### src/rtl/sng_lfsr.sv
`default_nettype none
// ============================================================================
// Module   : sng_lfsr
// Purpose  : Stochastic number generator. Turns a WIDTH-bit value into one
//            full-period unipolar bitstream by comparison against an LFSR.
// Revision : 1.0 - initial release
// ============================================================================
module sng_lfsr #(
  parameter int WIDTH = 6,
  parameter int SEED  = 1
) (
  input  logic             clk,
  input  logic             rst,
  input  logic             in_valid,
  output logic             in_ready,
  input  logic [WIDTH-1:0] in_data,
  output logic             out,
  output logic             out_valid,
  input  logic             out_ready,
  output logic             out_last
);

  typedef enum logic [0:0] {
    S_IDLE = 1'b0,
    S_RUN  = 1'b1
  } state_t;

  localparam logic [WIDTH-1:0] c_SEED_RAW = SEED[WIDTH-1:0];
  // An all-zero seed would lock the LFSR, so it is promoted to 1.
  localparam logic [WIDTH-1:0] c_SEED = (c_SEED_RAW == '0) ?
                                        {{(WIDTH-1){1'b0}}, 1'b1} : c_SEED_RAW;
  localparam logic [WIDTH-1:0] c_LAST = WIDTH'((1 << WIDTH) - 2);

  state_t           r_state;
  logic [WIDTH-1:0] r_val;
  logic [WIDTH-1:0] r_cnt;
  logic [WIDTH-1:0] r_lfsr;
  logic             w_fb;
  logic             w_run;
  logic [WIDTH-1:0] w_lfsr_nxt;

  generate
    if (WIDTH == 4) begin : g_w4
      assign w_fb = r_lfsr[3] ^ r_lfsr[2];
    end else if (WIDTH == 5) begin : g_w5
      assign w_fb = r_lfsr[4] ^ r_lfsr[2];
    end else if (WIDTH == 6) begin : g_w6
      assign w_fb = r_lfsr[5] ^ r_lfsr[4];
    end else if (WIDTH == 7) begin : g_w7
      assign w_fb = r_lfsr[6] ^ r_lfsr[5];
    end else begin : g_w8
      assign w_fb = r_lfsr[WIDTH-1] ^ r_lfsr[WIDTH-3] ^ r_lfsr[WIDTH-4] ^ r_lfsr[WIDTH-5];
    end
  endgenerate

  assign w_lfsr_nxt = {r_lfsr[WIDTH-2:0], w_fb};
  assign w_run      = (r_state == S_RUN);

  assign out_valid = w_run;
  assign out_last  = w_run & (r_cnt == c_LAST);
  assign out       = w_run & (r_lfsr <= r_val);
  assign in_ready  = ~w_run | (out_ready & out_last);

  always_ff @(posedge clk) begin
    if (rst) begin
      r_state <= S_IDLE;
      r_lfsr  <= c_SEED;
      r_cnt   <= '0;
      r_val   <= '0;
    end else begin
      case (r_state)
        S_IDLE: begin
          if (in_valid) begin
            r_val   <= in_data;
            r_cnt   <= '0;
            r_state <= S_RUN;
          end
        end
        S_RUN: begin
          if (out_ready) begin
            r_lfsr <= w_lfsr_nxt;
            if (r_cnt == c_LAST) begin
              // Final bit consumed: chain straight into the next value if offered.
              if (in_valid) begin
                r_val <= in_data;
                r_cnt <= '0;
              end else begin
                r_state <= S_IDLE;
              end
            end else begin
              r_cnt <= r_cnt + 1'b1;
            end
          end
        end
        default: r_state <= S_IDLE;
      endcase
    end
  end

endmodule
`default_nettype wire

### config.mk
export PLATFORM = sky130hd
export DESIGN_NAME = sng_lfsr
export DESIGN_NICKNAME = d
export VERILOG_FILES = /design/src/rtl/sng_lfsr.sv
export SDC_FILE = /design/constraint.sdc
export NUM_CORES = 1
export LEC_CHECK = 0
export CAP_MARGIN = 25
export CORE_MARGIN = 5
export CORE_UTILIZATION = 57
export DETAILED_ROUTE_END_ITERATION = 16
export PLACE_DENSITY = 0.82
export SLEW_MARGIN = 20
export SYNTH_ARGS = -nofsm -noshare
export SYNTH_HDL_FRONTEND = slang
export SYNTH_SLANG_ARGS = --single-unit
### constraint.sdc
create_clock -name clk -period 3.9 [get_ports clk]
set_input_delay 0.39 -clock clk [delete_from_list [all_inputs] [get_ports clk]]
set_output_delay 0.39 -clock clk [all_outputs]
set_load 0.05 [all_outputs]
==> results of run 1 <==
[synthesized netlist by cell type (all sizes together), types with 2 or more instances]
| master | n |
|---|---|
| mux2i | 6 |
| and2 | 2 |
| clkbuf | 3 |
| buf | 3 |
| nand2 | 28 |
| nand4 | 2 |
| a21oi | 11 |
| o211ai | 2 |
| nand3 | 6 |
| nand2b | 3 |
| dfxtp | 19 |
| a211oi | 6 |
| a41oi | 2 |
| and3 | 2 |
| ha | 8 |
| inv | 13 |
[registers in the layout (all words and copies together) (netlist names)]
signal	count
out_valid	1
r_cnt	6
r_val	6
r_lfsr	6
[where the power goes]
group	leakage [nW]	internal, mW	switching (mW)
combinational	0.288	0.0274	0.0364
sequential	0.155	0.201	0.00641
clock	0.0150	0.0398	0.0601
[per-stage QoR]
stage          setup WS [ns]  area [um^2]  util [%]
6_report                1.14         1190      69.1
2_1_floorplan           1.44         1040         -
4_1_cts                 1.14         1190      69.1
3_5_place_dp            1.48         1170      67.5
3_3_place_gp            1.51         1170      67.5
5_1_grt                 1.03         1190      69.1
[worst max-delay path, delay by kind of cell, from the launching register on]
kind / cells / cell delay (ns)
flops: 1 / 0.35
buf+inv: 2 / 0.88
fa+ha+maj: 1 / 0.30
compound gates: 1 / 0.07
simple gates: 2 / 0.48
[kinds of logic (layout without fill, tap and decap cells)]
| kind of cell | Yosys count | count (layout) |
|---|---|---|
| and+or+nand+nor | 46 | 46 |
| AOI/OAI and AO/OA | 29 | 29 |
| DFF | 19 | 19 |
| buffers and inverters | 19 | 30 |
| adders and majority gates | 8 | 8 |
| muxes | 6 | 6 |
| xor gates and xnor gates | 1 | 1 |
[cell type report]
type | count | area, um^2
repair buffers | 13 | 130
inverters | 13 | 48.8
well taps | 25 | 31.3
fillers | 151 | 534
flip-flops and latches | 19 | 380
multi-input cells | 90 | 576
clock buffers | 4 | 26.3
[routing by layer]
metal / vias to the layer above / track usage (%) / part of all wire, %
li1: 473 / - / -
met3: 2 / 4.27 / 4.6
met5: - / 0 / 0
met4: 0 / 2.55 / 0.38
met1: 435 / 22.2 / 49
met2: 19 / 29.1 / 46
[worst max path at each step]
| stage | from | to |
|---|---|---|
| 2_1_floorplan | r_val[4] | out |
| 3_3_place_gp | r_val[4] | out |
| 3_5_place_dp | r_val[4] | out |
| 4_1_cts | r_val[3] | out |
| 5_1_grt | r_val[2] | out |
| 6_report | r_val[4] | out |
==> flow_summary.toml, run 1 <==
[timing]
fmax_mhz = 362
whs_ns = 0.467
finalClockSkew_ns = 0.00217
max_slew_margin_pct = 65.9
period_share_pct = 70.8
worst_pin_slew_ns = 0.509
fin_crit_ns = 2.76
report.final.hold_viol_count = 0
setup_viol = 0
rsz0062_at_grt = "false"
setup_tns_ns = 0
drv_slew = 0

[floorplanning]
initial_core_util_pct = 60.4
die_x_um = 52.8
rows = 15
fp.coreArea_mm2 = 0.00173
dieArea_mm2 = 0.00279
num_io_pins = 14
die_height_um = 52.8

[synth]
synth_fa_ha_area_share_pct = 9.59
synth_top_family_by_area = "simple AND/OR/NAND/NOR gates"
synth_top_cell_by_area = "dfxtp_1"
syn_inst = 128
syn_area_per_cell_um2 = 8.15
synth_compound_area_share_pct = 18.8
yosysTopAreaCellShare_pct = 36.5
yosysSeqAreaShare_pct = 36.5
yosysWarnings = 0
ys.flop_type = "dfxtp_1"
async_reset_ff_share_pct = 0
yosys.area_share.simple_pct = 20.1
muxShareOfSynthArea_pct = 5.76
synth_edf_count = 0
ys_ff_latch = 19
syn_nets = 146
synth.distinct_cells = 30
synthXorXnorAreaFrac_pct = 0.839
synthTopCellsByArea = "dfxtp_1 (36%), nand2_1 (10%), ha_1 (9.6%)"
synthesis.area_mm2 = 0.00104

[pwr]
vdd_drop_max_uv = 209
p_leak_nw = 0.458
finalPower_mw = 0.371
power.density_mw_per_mm2 = 311

[worst_setup_path]
rr_endpoint = "r_cnt[0]"
cp_slowest_cell = "clkdlybuf4s50_1"
worstSetupStartpointType = "flip-flop"
cp_slowest_stage_delay_ns = 0.84
rrSetupSlack_ns = 2.37
crit_path_end_kind = "primary output"
critical_path_class = "flip-flop to primary output"
r2r_cells = 5
cp.required_ns = 3.51
path_cells = "inv_1 > ha_1 > nand4_1 > or3_1 > o31ai_1 > clkdlybuf4s50_1"
r2r-start = "r_cnt[0]"
critPathMaxFanout = 3
arrival_ns = 2.37

[clocking]
ctsResizeCount = 0
root_buffer = "clkbuf_4"
clock_latency_ns = 0.29
cts_hold_buf = 0
cts_sinks = 19
post_cts_buffers = 0
numCtsBuffers = 3
clk_pin_slew_ns = 0.11
clockBufferDepth = 2
cts_tree = "built"
cts_max_level = 1

[hold_path]
whs_path_depth = 2
min_to = "r_val[5]"
hold_path_class = "flip-flop to flip-flop"
hold_start = "r_val[5]"

[route]
initialDrtViolationCount = 11
routedWlPerCell_um = 12.8
drt_first_pass_iters = 4
drc = 0
via_per_inst = 5.66
vias = 929
antenna_left = 0
wl_um = 2100

[placement]
numPortBuffers = 13
post-place-cells = 160
globalplace.congestion = 0.840
place_hpwl_um = 1630

[final_layout]
diodes = 0
fin_cells = 164
final_cell_mix = "nand2_1 (28), dfxtp_1 (19), inv_1 (13), clkdlybuf4s50_1 (13), a21oi_1 (11)"
drive_gt1_share_pct = 4.32
syn_to_final_growth_pct = 14.3
nNetsFinal = 158
layout_commonest_cell = "nand2_1"

[job]
cap_violations = 0

[global_routing]
grt_remaining_overflow = 0
grt_max_degree = 15
antenna_found_initial = 0
grt_first_pass_wirelength_um = 3580
track_usage_pct = 17.2
grt_pass1_vias = 845

[outcome]
status = "completed"
(Power assumes the default switching activity.)
==> run 2: changes to the inputs <==
Settings changed: CORE_ASPECT_RATIO from default to 1.5, CORE_UTILIZATION 57 to 48, PLACE_DENSITY 0.82 to 0.74.
Clock period 3.9 ns to 2.3 ns, I/O delays scaled along.
==> flow_summary.toml, run 2 (same netlist as run 1, synthesis figures left out) <==
[outcome]
status = "completed"

[route]
antenna_left = 0
vias = 909
drt_first_pass_iters = 4
drc = 0
initialDrtViolationCount = 37
routedWlPerCell_um = 13.3
wl_um = 2150
via_per_inst = 5.65

[timing]
setup_ws_ns = 0.195
setup_viol = 0
report.final.hold_viol_count = 0
finalClockSkew_ns = 0.0178
fin_crit_ns = 2.10
worst_pin_slew_ns = 0.513
period_share_pct = 91.5
whs_ns = 0.459
setup_tns_ns = 0
max_slew_margin_pct = 65.7
fmax_mhz = 475
rsz0062_at_grt = "false"
drv_slew = 0

[clocking]
cts_hold_buf = 0
cts_sinks = 19
post_cts_buffers = 0
clk_pin_slew_ns = 0.12
ctsResizeCount = 0
root_buffer = "clkbuf_4"
numCtsBuffers = 3
cts_tree = "built"
clockBufferDepth = 2
clock_latency_ns = 0.31
cts_max_level = 1

[floorplanning]
rows = 20
dieArea_mm2 = 0.00323
initial_core_util_pct = 50.9
fp.coreArea_mm2 = 0.00205
die_x_um = 48.1
die_height_um = 67.1
num_io_pins = 14

[global_routing]
grt_pass1_vias = 935
track_usage_pct = 16.3
grt_max_degree = 15
grt_remaining_overflow = 0
antenna_found_initial = 0
grt_first_pass_wirelength_um = 3750

[final_layout]
num-fill-cells = 193
reg_top3 = "r_cnt: 6 flops, r_lfsr: 6 flops, r_val: 6 flops"
nNetsFinal = 158
final-seq-area_um2 = 380
layout_commonest_cell = "nand2_1"
drive_gt1_share_pct = 7.19
diodes = 0
syn_to_final_growth_pct = 14.5
final_cell_mix = "nand2_1 (28), dfxtp_1 (19), inv_1 (13)"
multi_input_area_um2 = 576

[placement]
dpl_worst_slack_ns = 0.522
globalplace.congestion = 0.862
place_hpwl_um = 1670
numPortBuffers = 13

[job]
cap_violations = 0

[pwr]
p_leak_nw = 0.469
vdd_drop_max_uv = 280
power.density_mw_per_mm2 = 532

[hold_path]
hold_path_class = "input pin to flip-flop"

[worst_setup_path]
path_cells = "inv_1 > ha_1 > a21oi_1 > a21boi_0 > o31ai_1 > buf_12"
cp.required_ns = 2.07
arrival_ns = 1.87
critPathMaxFanout = 3
cp_slowest_cell = "o31ai_1"
critical_path_class = "flip-flop to primary output"
crit_path_end_kind = "primary output"
worstSetupStartpointType = "flip-flop"
cp_slowest_stage_delay_ns = 0.40
[run 2: cell types whose count changed in the layout (fill, tap and decap cells not counted), sizes merged]
cell           previous run  this run
clkinv                    0         1
clkdlybuf4s50            13        10
buf                       0         3
clkbuf                    4         3
[run 2: path summary, 6_finish.rpt]
| path | startpoint | depth (start not counted) | to | slack (ns) |
|---|---|---|---|---|
| min | in_data[2] | 3 | r_val[2] | 0.46 |
| max | r_val[4] | 6 | out | 0.20 |
| max reg2reg | r_cnt[0] | 5 | r_cnt[0] | 0.79 |
| min reg2reg | r_val[2] | 2 | r_val[2] | 0.47 |
[run 2: per-layer routing]
metal	wire length (um)	part of all wire (%)	vias up	global-route usage (%)
met3	74	3.4	4	3.24
met4	37	1.7	0	8.08
met5	0	0	-	0
li1	-	-	466	-
met2	1170	54	12	29.5
met1	866	40	427	16.5
[run 2: layout make-up]
type                       count  area share [%]
multi-input combinational     90            48.2
sequential                    19            31.8
inverter                      13            4.08
timing repair buffer          13            11.3
tap                           22            2.30
clock inverter                 1           0.419
clock buffer                   3            1.88
[run 2: critical path: cells and delay by family (launching register included)]
kind | cells | cell delay, ns
AOI/OAI and AO/OA | 3 | 0.65
adders and majority gates | 1 | 0.32
buffers and inverters | 2 | 0.24
DFF | 1 | 0.36
[run 2: power breakdown]
| group | switching, mW | total (mW) | leakage (nW) | internal (mW) |
|---|---|---|---|---|
| Sequential | 0.0105 | 0.352 | 0.155 | 0.341 |
| Combinational | 0.0630 | 0.114 | 0.296 | 0.0512 |
| Clock | 0.105 | 0.170 | 0.0177 | 0.0649 |
| Total | 0.178 | 0.635 | 0.469 | 0.457 |
[run 2: per-stage QoR]
stage / area [um^2] / power (mW) / utilization [%] / cells
floorplan: 1040 / 0.426 / - / 128
global placement: 1170 / 0.471 / 56.9 / 157
detailed placement: 1170 / 0.475 / 56.9 / 157
CTS: 1190 / 0.639 / 58.2 / 161
global route: 1190 / 0.670 / 58.2 / 161
finish: 1190 / 0.635 / 58.2 / 161
==> run 3: changes to the inputs <==
Settings changed: CTS_BUF_LIST from default to sky130_fd_sc_hd__clkbuf_16, SETUP_SLACK_MARGIN from default to 0.1.
==> flow_summary.toml, run 3 (same netlist as run 1, synthesis figures left out) <==
[pwr]
p_leak_nw = 0.494
power.density_mw_per_mm2 = 656
vdd_drop_max_uv = 549

[worst_setup_path]
r2r-start = "r_cnt[0]"
cp_slowest_stage_delay_ns = 0.40
crit_path_end_kind = "primary output"
critPathMaxFanout = 3
cp_slowest_cell = "or3_1"
r2r_cells = 5
rrSetupSlack_ns = 0.78
cp.required_ns = 2.07
arrival_ns = 1.75
critPathBufInv = 2
worstSetupStartpointType = "flip-flop"
path_cells = "inv_1 > ha_1 > nand4_1 > or3_1 > o31ai_2 > buf_12"
critical_path_class = "flip-flop to primary output"
critical_path.top_delay_family = "simple AND/OR/NAND/NOR gates"
crit_path_start = "r_val[4]"
rr_endpoint = "r_cnt[3]"

[route]
antenna_left = 0
drt_first_pass_iters = 4
initialDrtViolationCount = 13
via_per_inst = 5.75
wl_um = 2180
drc = 0
vias = 925
top_layer = "met4"
wl_met3_um = 90
met1_length_um = 847
routedWlPerCell_um = 13.5
met2WireLength_um = 1200

[clocking]
clk_pin_slew_ns = 0.06
clock_latency_ns = 0.25
root_buffer = "clkbuf_16"
numCtsBuffers = 3
ctsResizeCount = 0
cts_tree = "built"
clockBufferDepth = 2
cts_sinks = 19
post_cts_buffers = 0
cts_hold_buf = 0
cts_max_level = 1

[floorplanning]
num_io_pins = 14
rows = 20
die_x_um = 48.1
die_height_um = 67.1
dieArea_mm2 = 0.00323
fp.coreArea_mm2 = 0.00205
initial_core_util_pct = 50.9

[timing]
drv_slew = 0
rsz0062_at_grt = "false"
worst_pin_slew_ns = 0.528
setup_tns_ns = 0
max_slew_margin_pct = 64.6
fin_crit_ns = 1.98
finalClockSkew_ns = 0.00426
period_share_pct = 85.9
setup_viol = 0
fmax_mhz = 506
report.final.hold_viol_count = 0

[global_routing]
grt_first_pass_wirelength_um = 3760
track_usage_pct = 16.0
grt_max_degree = 15
grt_remaining_overflow = 0
antenna_found_initial = 0
grt_pass1_vias = 931

[hold_path]
hold_start = "r_val[5]"
whs_path_depth = 2
min_to = "r_val[5]"
hold_path_class = "flip-flop to flip-flop"

[final_layout]
num-fill-cells = 190
nNetsFinal = 158
layout_commonest_cell = "nand2_1"
final_cell_area_mm2 = 0.00125
final_cell_mix = "nand2_1 (28), dfxtp_1 (19), inv_1 (13)"
reg_top3 = "r_cnt: 6 flops, r_lfsr: 6 flops, r_val: 6 flops"
diodes = 0
drive_gt1_share_pct = 7.91
syn_to_final_growth_pct = 20.0
fin_cells = 161

[job]
cap_violations = 0

[placement]
dpl_cell_area_mm2 = 0.00117
numPortBuffers = 13
globalplace.congestion = 0.763
place_hpwl_um = 1680
post-place-cells = 157

[outcome]
status = "completed"
run 3: cell counts in the layout (fill, tap and decap cells not counted):
Identical to the previous run, type by type.
run 3: layer usage:
| layer | GRT usage [%] | vias up |
|---|---|---|
| li1 | - | 466 |
| met1 | 17.0 | 430 |
| met2 | 28.0 | 25 |
| met3 | 3.24 | 4 |
| met4 | 8.42 | 0 |
| met5 | 0 | - |
run 3: through the flow:
| stage | utilization (%) | setup WS [ns] | power, mW | hold slack, ns |
|---|---|---|---|---|
| after floorplan | - | 0.397 | 0.428 | 0.299 |
| after global placement | 57.1 | 0.586 | 0.472 | 0.444 |
| after detailed placement | 57.1 | 0.502 | 0.476 | 0.457 |
| after CTS | 61.0 | 0.300 | 0.828 | 0.464 |
| after global routing | 61.0 | 0.214 | 0.856 | 0.483 |
| final | 61.0 | 0.323 | 0.822 | 0.460 |
run 3: final cells by class:
| cell class | count | area [um^2] | area share [%] |
|---|---|---|---|
| multi-input combinational | 90 | 581 | 46.4 |
| sequential | 19 | 380 | 30.4 |
| timing repair buffer | 13 | 135 | 10.8 |
| clock buffer | 3 | 75.1 | 5.99 |
| inverter | 13 | 48.8 | 3.90 |
| tap | 22 | 27.5 | 2.20 |
| clock inverter | 1 | 5.00 | 0.400 |
run 3: how the worst max path moves through the flow:
stage                    end  slack [ns]  cells after the start
floorplan                out        0.40                      5
global placement    r_cnt[2]        0.59                      4
detailed placement  r_cnt[3]        0.50                      4
CTS                      out        0.30                      6
global route             out        0.21                      5
finish                   out        0.32                      6
run 3: worst min-delay path, cell delays in order (launching register included):
cell     delay, ns
dfxtp_1       0.30
nand2_1       0.05
mux2i_1       0.06
run 3: where the power goes:
| group | switching (mW) | internal (mW) |
|---|---|---|
| registers | 0.0103 | 0.342 |
| clock network | 0.120 | 0.233 |
| logic | 0.0651 | 0.0519 |
